## src/rtl/uart_tx_if.sv

```systemverilog
// Parallel request / serial line bundle between the upstream sync stage and uart_tx.
interface uart_tx_if #(parameter int DATA_WIDTH = 8);
  logic [DATA_WIDTH-1:0] P_DATA;
  logic                  DATA_VALID;
  logic                  PAR_EN;
  logic                  PAR_TYP;
  logic                  TX_OUT;
  logic                  BUSY;

  modport master (output P_DATA, DATA_VALID, PAR_EN, PAR_TYP, input TX_OUT, BUSY);
  modport slave  (input P_DATA, DATA_VALID, PAR_EN, PAR_TYP, output TX_OUT, BUSY);
endinterface

```

## src/rtl/uart_tx.sv

```systemverilog
// UART transmitter: start, DATA_WIDTH bits LSB-first, optional parity, one stop; CLK is the bit clock.
// Parity support is compiled in only when UART_TX_PARITY_EN is defined.
module uart_tx #(
  parameter int DATA_WIDTH = 8
) (
  input  logic     CLK,
  input  logic     RST,
  uart_tx_if.slave bus
);
  localparam int CW = (DATA_WIDTH > 1) ? $clog2(DATA_WIDTH) : 1;

  typedef enum logic [2:0] {
    S_IDLE,
    S_START,
    S_DATA,
`ifdef UART_TX_PARITY_EN
    S_PARITY,
`endif
    S_STOP
  } state_t;

  state_t                r_state, w_state;
  logic                  r_tx, w_tx;
  logic                  r_busy;
  logic [CW-1:0]         r_cnt, w_cnt;
  logic [DATA_WIDTH-1:0] r_shift, w_shift;
  logic                  w_accept;

`ifdef UART_TX_PARITY_EN
  logic r_par, w_par, r_par_en, w_par_en;
`else
  logic w_unused_par;
  assign w_unused_par = bus.PAR_EN ^ bus.PAR_TYP;
`endif

  // A new frame may start while the stop bit is on the line, giving zero-gap back-to-back frames.
  assign w_accept = bus.DATA_VALID && (r_state == S_IDLE || r_state == S_STOP);

  always_comb begin
    w_state = r_state;
    w_cnt   = r_cnt;
    w_shift = r_shift;
    w_tx    = 1'b1;
`ifdef UART_TX_PARITY_EN
    w_par    = r_par;
    w_par_en = r_par_en;
`endif
    case (r_state)
      S_START: w_state = S_DATA;
      S_DATA: begin
        if (r_cnt == CW'(DATA_WIDTH - 1)) begin
          w_cnt = '0;
`ifdef UART_TX_PARITY_EN
          w_state = r_par_en ? S_PARITY : S_STOP;
`else
          w_state = S_STOP;
`endif
        end else begin
          w_cnt = r_cnt + CW'(1);
        end
      end
`ifdef UART_TX_PARITY_EN
      S_PARITY: w_state = S_STOP;
`endif
      S_STOP:  w_state = S_IDLE;
      default: w_state = r_state;
    endcase

    if (w_accept) begin
      w_state = S_START;
      w_shift = bus.P_DATA;
`ifdef UART_TX_PARITY_EN
      w_par    = (^bus.P_DATA) ^ bus.PAR_TYP;
      w_par_en = bus.PAR_EN;
`endif
    end

    // Line value is that of the state being entered, so outputs come straight from flops.
    case (w_state)
      S_START: w_tx = 1'b0;
      S_DATA: begin
        w_tx    = r_shift[0];
        w_shift = r_shift >> 1;
      end
`ifdef UART_TX_PARITY_EN
      S_PARITY: w_tx = r_par;
`endif
      default: w_tx = 1'b1;
    endcase
  end

  always_ff @(posedge CLK or negedge RST) begin
    if (!RST) begin
      r_state <= S_IDLE;
      r_tx    <= 1'b1;
      r_busy  <= 1'b0;
      r_cnt   <= '0;
      r_shift <= '0;
`ifdef UART_TX_PARITY_EN
      r_par    <= 1'b0;
      r_par_en <= 1'b0;
`endif
    end else begin
      r_state <= w_state;
      r_tx    <= w_tx;
      r_busy  <= (w_state != S_IDLE);
      r_cnt   <= w_cnt;
      r_shift <= w_shift;
`ifdef UART_TX_PARITY_EN
      r_par    <= w_par;
      r_par_en <= w_par_en;
`endif
    end
  end

  assign bus.TX_OUT = r_tx;
  assign bus.BUSY   = r_busy;
endmodule

```

## src/flat_wrapper.sv

```systemverilog
// flat-port wrapper written by rule: the top's interface ports become plain ports
module uart_tx_flat 
#(
  parameter int DATA_WIDTH = 8
)
  (CLK, RST, bus_P_DATA, bus_DATA_VALID, bus_PAR_EN, bus_PAR_TYP, bus_TX_OUT, bus_BUSY);
  uart_tx_if #(.DATA_WIDTH(DATA_WIDTH)) bus_i ();
  input  logic CLK;
  input  logic RST;
  input wire logic [$bits(bus_i.P_DATA)-1:0] bus_P_DATA;
  input wire logic [$bits(bus_i.DATA_VALID)-1:0] bus_DATA_VALID;
  input wire logic [$bits(bus_i.PAR_EN)-1:0] bus_PAR_EN;
  input wire logic [$bits(bus_i.PAR_TYP)-1:0] bus_PAR_TYP;
  output wire logic [$bits(bus_i.TX_OUT)-1:0] bus_TX_OUT;
  output wire logic [$bits(bus_i.BUSY)-1:0] bus_BUSY;
  assign bus_i.P_DATA = bus_P_DATA;
  assign bus_i.DATA_VALID = bus_DATA_VALID;
  assign bus_i.PAR_EN = bus_PAR_EN;
  assign bus_i.PAR_TYP = bus_PAR_TYP;
  assign bus_TX_OUT = bus_i.TX_OUT;
  assign bus_BUSY = bus_i.BUSY;
  uart_tx #(.DATA_WIDTH(DATA_WIDTH)) u_core (.CLK(CLK), .RST(RST), .bus(bus_i));
endmodule
```

## config.mk

```make
export PLATFORM = sky130hd
export DESIGN_NAME = uart_tx_flat
export DESIGN_NICKNAME = d
export VERILOG_FILES = /design/src/rtl/uart_tx_if.sv /design/src/rtl/uart_tx.sv /design/src/flat_wrapper.sv
export SDC_FILE = /design/constraint.sdc
export NUM_CORES = 1
export LEC_CHECK = 0
export ABC_AREA = 1
export CORE_MARGIN = 2
export CORE_UTILIZATION = 54
export CTS_CLUSTER_DIAMETER = 100
export CTS_CLUSTER_SIZE = 30
export DETAILED_ROUTE_END_ITERATION = 12
export DONT_BUFFER_PORTS = 1
export PLACE_DENSITY = 0.73
export SYNTH_ARGS = -nofsm -noshare
export SYNTH_HDL_FRONTEND = slang
export SYNTH_SLANG_ARGS = --single-unit
```

## constraint.sdc

```tcl
create_clock -name CLK -period 1.6 [get_ports CLK]
set_clock_uncertainty 0.05 [all_clocks]
set_input_delay 0.4 -clock CLK [delete_from_list [all_inputs] [get_ports CLK]]
set_output_delay 0.4 -clock CLK [all_outputs]
set_load 0.005 [all_outputs]
```

==> impl_metrics.toml, run 1 <==
[timing]
timing.slew.headroom_pct = 52.90
rsz0062_at_grt = "no"
slew_viol_final = 0
final-setup-viol-count = 0
whs_ns = 0.1731
worst_slack_ns = 0.1268
clock.fmax_mhz = 678.8
fin_crit_sh_pct = 92.08
fin_crit_ns = 1.473
fin_tns_setup_ns = 0
worst_pin_slew_ns = 0.7042
finalHoldViolCount = 0

[die]
dieArea_um2 = 1970
io_pins = 15
die_w_um = 44.39
rows = 14
core_area_um2 = 1524
initial_core_util_pct = 57.80
die_y_um = 44.39

[place]
placedCellCount = 119
place_area_um2 = 879.6
port_buffers = 0
hpwl_mm = 1.110
place.gp.congestion = 0.7288
dp_slack_ns = 0.07998

[drt]
viasPerCell = 5.371
wl_per_cell_um = 12.36
drt_iter0_markers = 8
drtAntennaViolNets = 0
first_pass_iters = 4
drc = 0
vias = 666
wirelength_mm = 1.533

[cts]
cts_setup_buffers = 0
clock-sinks = 16
h-tree-depth = 1
cts_tree = "built"
clkTransAtPathRegs_ns = 0.10
cts_buffer_depth = 2
root_buffer = "clkbuf_4"
clk_latency_ns = 0.29
numCtsBuffers = 3

[global_route]
grt_pass1_wl_mm = 2.815
track_usage_pct = 19.79
first_global_vias = 646
antenna_found_initial = 0
grt_max_degree = 17
grt_remaining_overflow = 0

[finish]
fillerInstances = 131
final_util_pct = 60.92
layoutNonFillerInstCount = 124
diodes = 0
drive_gt1_share_pct = 20.37
area.growth.synth_to_final_pct = 5.398
final_area_um2 = 928.4
layout.nets = 124

[worst_setup_path]
worstReg2RegEnd = "u_core.r_shift[1]"
startpoint_type = "register"
reg2reg_from = "u_core.r_cnt[0]"
critical_path.top_delay_family = "flip-flops"
endpoint_kind = "register"
crit_fanout = 4
crit_chain = "ha_1 > ha_2 > a21oi_4 > buf_4 > nand3_1 > nand2_1 > nand2_1"
cpMostUsedCell = "nand2_1"
critPathSlowestCell = "dfrtp_1"
critPathKind = "register to register"
reg2reg_depth = 7
crit_path_max_incr_delay_ns = 0.41
critPathArrivalTime_ns = 1.61
worst-path-buf-inv = 1
r2r_setup_slack_ns = 0.13
required_ns = 1.74

[min_path]
hold_start = "bus_P_DATA[7]"
hold_class = "primary input to register"
whs_endpoint = "u_core.r_shift[7]"
holdPathStages = 2

[synth]
ys_seq_area_share_pct = 45.60
syn_inst = 104
syn_nets = 119
synth_cell_types = 22
yosysWarnings = 0
synth.avg_cell_area_um2 = 8.470
yosys_register_bits = 16
synth_area_um2 = 880.8

[power]
p_total_mw = 2.016
cellLeakagePower_nw = 0.4950
powerDensity_nw_per_um2 = 2171
vdd_drop_max_mv = 0.9602

[status]
status = "finished clean"

[flow_run]
max_cap_violations = 0
power by group:
group / internal (mW) / switching [mW] / total (mW)
Sequential: 0.613 / 0.113 / 0.726
Combinational: 0.374 / 0.644 / 1.02
Clock: 0.139 / 0.132 / 0.271
Total: 1.13 / 0.890 / 2.02
area by class of cell:
class / count / area [um^2] / share of cell area, %
sequential: 16 / 401.6 / 43.26
multi-input combinational: 71 / 382.9 / 41.24
inverter: 12 / 47.55 / 5.121
timing repair buffer: 5 / 40.04 / 4.313
clock buffer: 4 / 36.28 / 3.908
tap: 16 / 20.02 / 2.156
synth_stat cells, drive strengths merged:
cell type / count / area share (%)
nand2: 36 / 18
dlygate4sd1: 1 / 0.99
inv: 12 / 5.4
nand3: 24 / 15
ha: 2 / 2.8
nand4: 1 / 0.71
buf: 4 / 4.8
nor2: 4 / 2.0
o21a: 1 / 0.85
a21oi: 2 / 2.4
dfstp: 1 / 3.0
o21ai: 1 / 0.57
dfrtp: 15 / 43
cells by family (layout without fill, tap and decap cells):
logic type | count (synthesis) | in the layout | share of synthesized area [%]
AOI/OAI and AO/OA | 4 | 4 | 3.835
adders and majority gates | 2 | 2 | 2.840
buffers and inverters | 17 | 21 | 11.22
DFF | 16 | 16 | 45.60
and+or+nand+nor | 65 | 65 | 36.51
per-layer routing:
layer	track usage (%)	vias to the layer above	routed length (um)
met3	3.673	4	75
met4	9.091	0	25
met2	30.29	15	730
li1	-	340	-
met1	27.23	307	701
met5	0	-	0
flip-flops by register name, summed over array words and instances, names as in the netlist:
name,cells
u_core.r_cnt,3
u_core.r_shift,8
u_core.bus.TX_OUT,1
u_core.bus.BUSY,1
u_core.r_state,3
worst max path at each step:
stage	from	to	depth (start not counted)	slack (ns)
after global routing	u_core.r_cnt[0]	u_core.r_shift[3]	7	0.05
after detailed placement	u_core.r_cnt[0]	u_core.r_shift[1]	7	0.08
after floorplan	u_core.r_cnt[0]	u_core.r_shift[0]	7	0.06
after global placement	u_core.r_cnt[0]	u_core.r_shift[5]	7	0.09
after CTS	u_core.r_cnt[0]	u_core.r_shift[1]	7	0.06
final	u_core.r_cnt[0]	u_core.r_shift[1]	7	0.13
what timing repair did:
action	CTS	global route
resized for setup	0	1
hold buffers	1	0
setup endpoints to repair	0	7
endpoints found under the hold margin	16	0
layout by cell type, fill, tap and decap left out, types with 2 or more instances in the layout:
master	n
nand2_4	3
nand2_1	31
dfrtp_1	15
nor2_1	3
clkbuf_4	3
nand3_2	3
nand3_1	21
nand2_2	2
inv_1	10
buf_4	4
(Power assumes the default switching activity.)
==> run 2, diff against run 1 <==
Settings changed: PLACE_DENSITY 0.73 to 0.79, SETUP_SLACK_MARGIN set to 0.05, SLEW_MARGIN set to 20.
==> run 2 against run 1 <==
- global-route usage decreased by 1.5 points
- register-to-register slack worse by 0.02 ns
- final area up 5.3%
- critical endpoint is now u_core.r_shift[4]
- highest routed layer unchanged
==> impl_metrics.toml, run 2 (synthesized netlist as in run 1, its figures left out) <==
[cts]
clk_latency_ns = 0.28
cts_tree = "built"
clock-sinks = 16
root_buffer = "clkbuf_4"
clkTransAtPathRegs_ns = 0.10
h-tree-depth = 1
cts_buffer_depth = 2
numCtsBuffers = 3

[finish]
final_util_pct = 64.12
layoutNonFillerInstCount = 126
area.growth.synth_to_final_pct = 10.94
drive_gt1_share_pct = 24.55
reg.largest.list = "u_core.r_shift (8), u_core.r_cnt (3), u_core.r_state (3)"
multi_input_area_um2 = 416.7
diodes = 0
final_common_cell = "nand2_1"
top_register = "u_core.r_shift"
largest_register_ffs = 8
fillerInstances = 128
layout.nets = 126
final_cell_mix = "31 x nand2_1, 19 x nand3_1, 15 x dfrtp_1"
register_area_um2 = 401.6
final_area_um2 = 977.2

[power]
p_seq_share_pct = 35.4
p_total_mw = 2.073
powerDensity_nw_per_um2 = 2121
cellLeakagePower_nw = 0.5135
pwr-share-comb_pct = 51.8
swShare_pct = 44.22
internal_power_mw = 1.156
p_sw_mw = 0.9166
vdd_drop_max_mv = 1.107
clkPwrFrac_pct = 12.9

[global_route]
grt_pass1_wl_mm = 2.553
grt_max_degree = 17
track_usage_pct = 18.29
antenna_found_initial = 0
grt_remaining_overflow = 0
first_global_vias = 581

[place]
place.gp.congestion = 0.7800
port_buffers = 0
place_area_um2 = 879.6
hpwl_mm = 1.049
dp_slack_ns = 0.08525
placedCellCount = 119

[die]
dieArea_um2 = 1970
die_w_um = 44.39
rows = 14
initial_core_util_pct = 57.80
die_y_um = 44.39
io_pins = 15
core_area_um2 = 1524

[worst_setup_path]
critPathKind = "register to register"
critPathSlowestCell = "dfrtp_1"
crit_path_max_incr_delay_ns = 0.40
critical_path.top_delay_family = "flip-flops"
crit_fanout = 5
worst-path-buf-inv = 1
startpoint_type = "register"
crit_chain = "ha_2 > ha_4 > a21oi_4 > buf_6 > nand3_1 > nand2_1 > nand2_1"
cpMostUsedCell = "nand2_1"
critPathArrivalTime_ns = 1.62
endpoint_kind = "register"
required_ns = 1.73

[drt]
wirelength_mm = 1.528
wl_per_cell_um = 12.13
drc = 0
drt_iter0_markers = 6
first_pass_iters = 3
drtAntennaViolNets = 0
viasPerCell = 5.198
vias = 655

[timing]
fin_tns_setup_ns = 0
worst_pin_slew_ns = 0.7057
rsz0062_at_grt = "yes"
fin_crit_sh_pct = 93.38
clock.fmax_mhz = 669.3
fin_crit_ns = 1.494
timing.slew.headroom_pct = 52.80
worst_slack_ns = 0.1059
whs_ns = 0.1887
finalHoldViolCount = 0
slew_viol_final = 0
final-setup-viol-count = 0

[min_path]
hold_class = "primary input to register"

[flow_run]
max_cap_violations = 0

[status]
status = "finished clean"
-- run 2: timing repair --
action,CTS,global route
resized for setup,0,8
setup buffers,0,1
hold buffers,1,0
endpoints found under the hold margin,16,0
endpoints found under the setup margin,0,9
-- run 2: final cells by class --
type	instances	share of cell area (%)
Sequential cell	16	41.10
Multi-Input combinational cell	72	42.64
Inverter	12	4.866
Tap cell	16	2.049
Timing Repair Buffer	6	5.634
Clock buffer	4	3.713
-- run 2: worst paths after layout --
path,from,end,slack [ns],depth (start not counted)
max reg2reg,u_core.r_cnt[0],u_core.r_shift[4],0.11,7
min,bus_P_DATA[7],u_core.r_shift[7],0.19,2
max,u_core.r_cnt[0],u_core.r_shift[4],0.11,7
max in group asynchronous,RST,u_core.r_shift[2],0.50,1
min reg2reg,u_core.r_cnt[1],u_core.r_cnt[1],0.45,2
min in group asynchronous,RST,u_core.r_state[1],0.55,1
-- run 2: routing by layer --
layer  up-vias  wire length (um)  global-route usage, %
li1        346                 -                      -
met1       298               771                  27.53
met2         9               689                  24.41
met3         2                46                  4.898
met4         0                19                  7.879
met5         -                 0                      0
-- run 2: power groups by stage --
| stage | Clock, mW | Sequential, mW | Combinational (mW) |
|---|---|---|---|
| after floorplan | 0 | 0.712 | 0.922 |
| after global placement | 0 | 0.727 | 0.939 |
| after detailed placement | 0 | 0.737 | 0.973 |
| after CTS | 0.276 | 0.727 | 0.991 |
| after global routing | 0.288 | 0.761 | 1.26 |
| final | 0.266 | 0.733 | 1.07 |
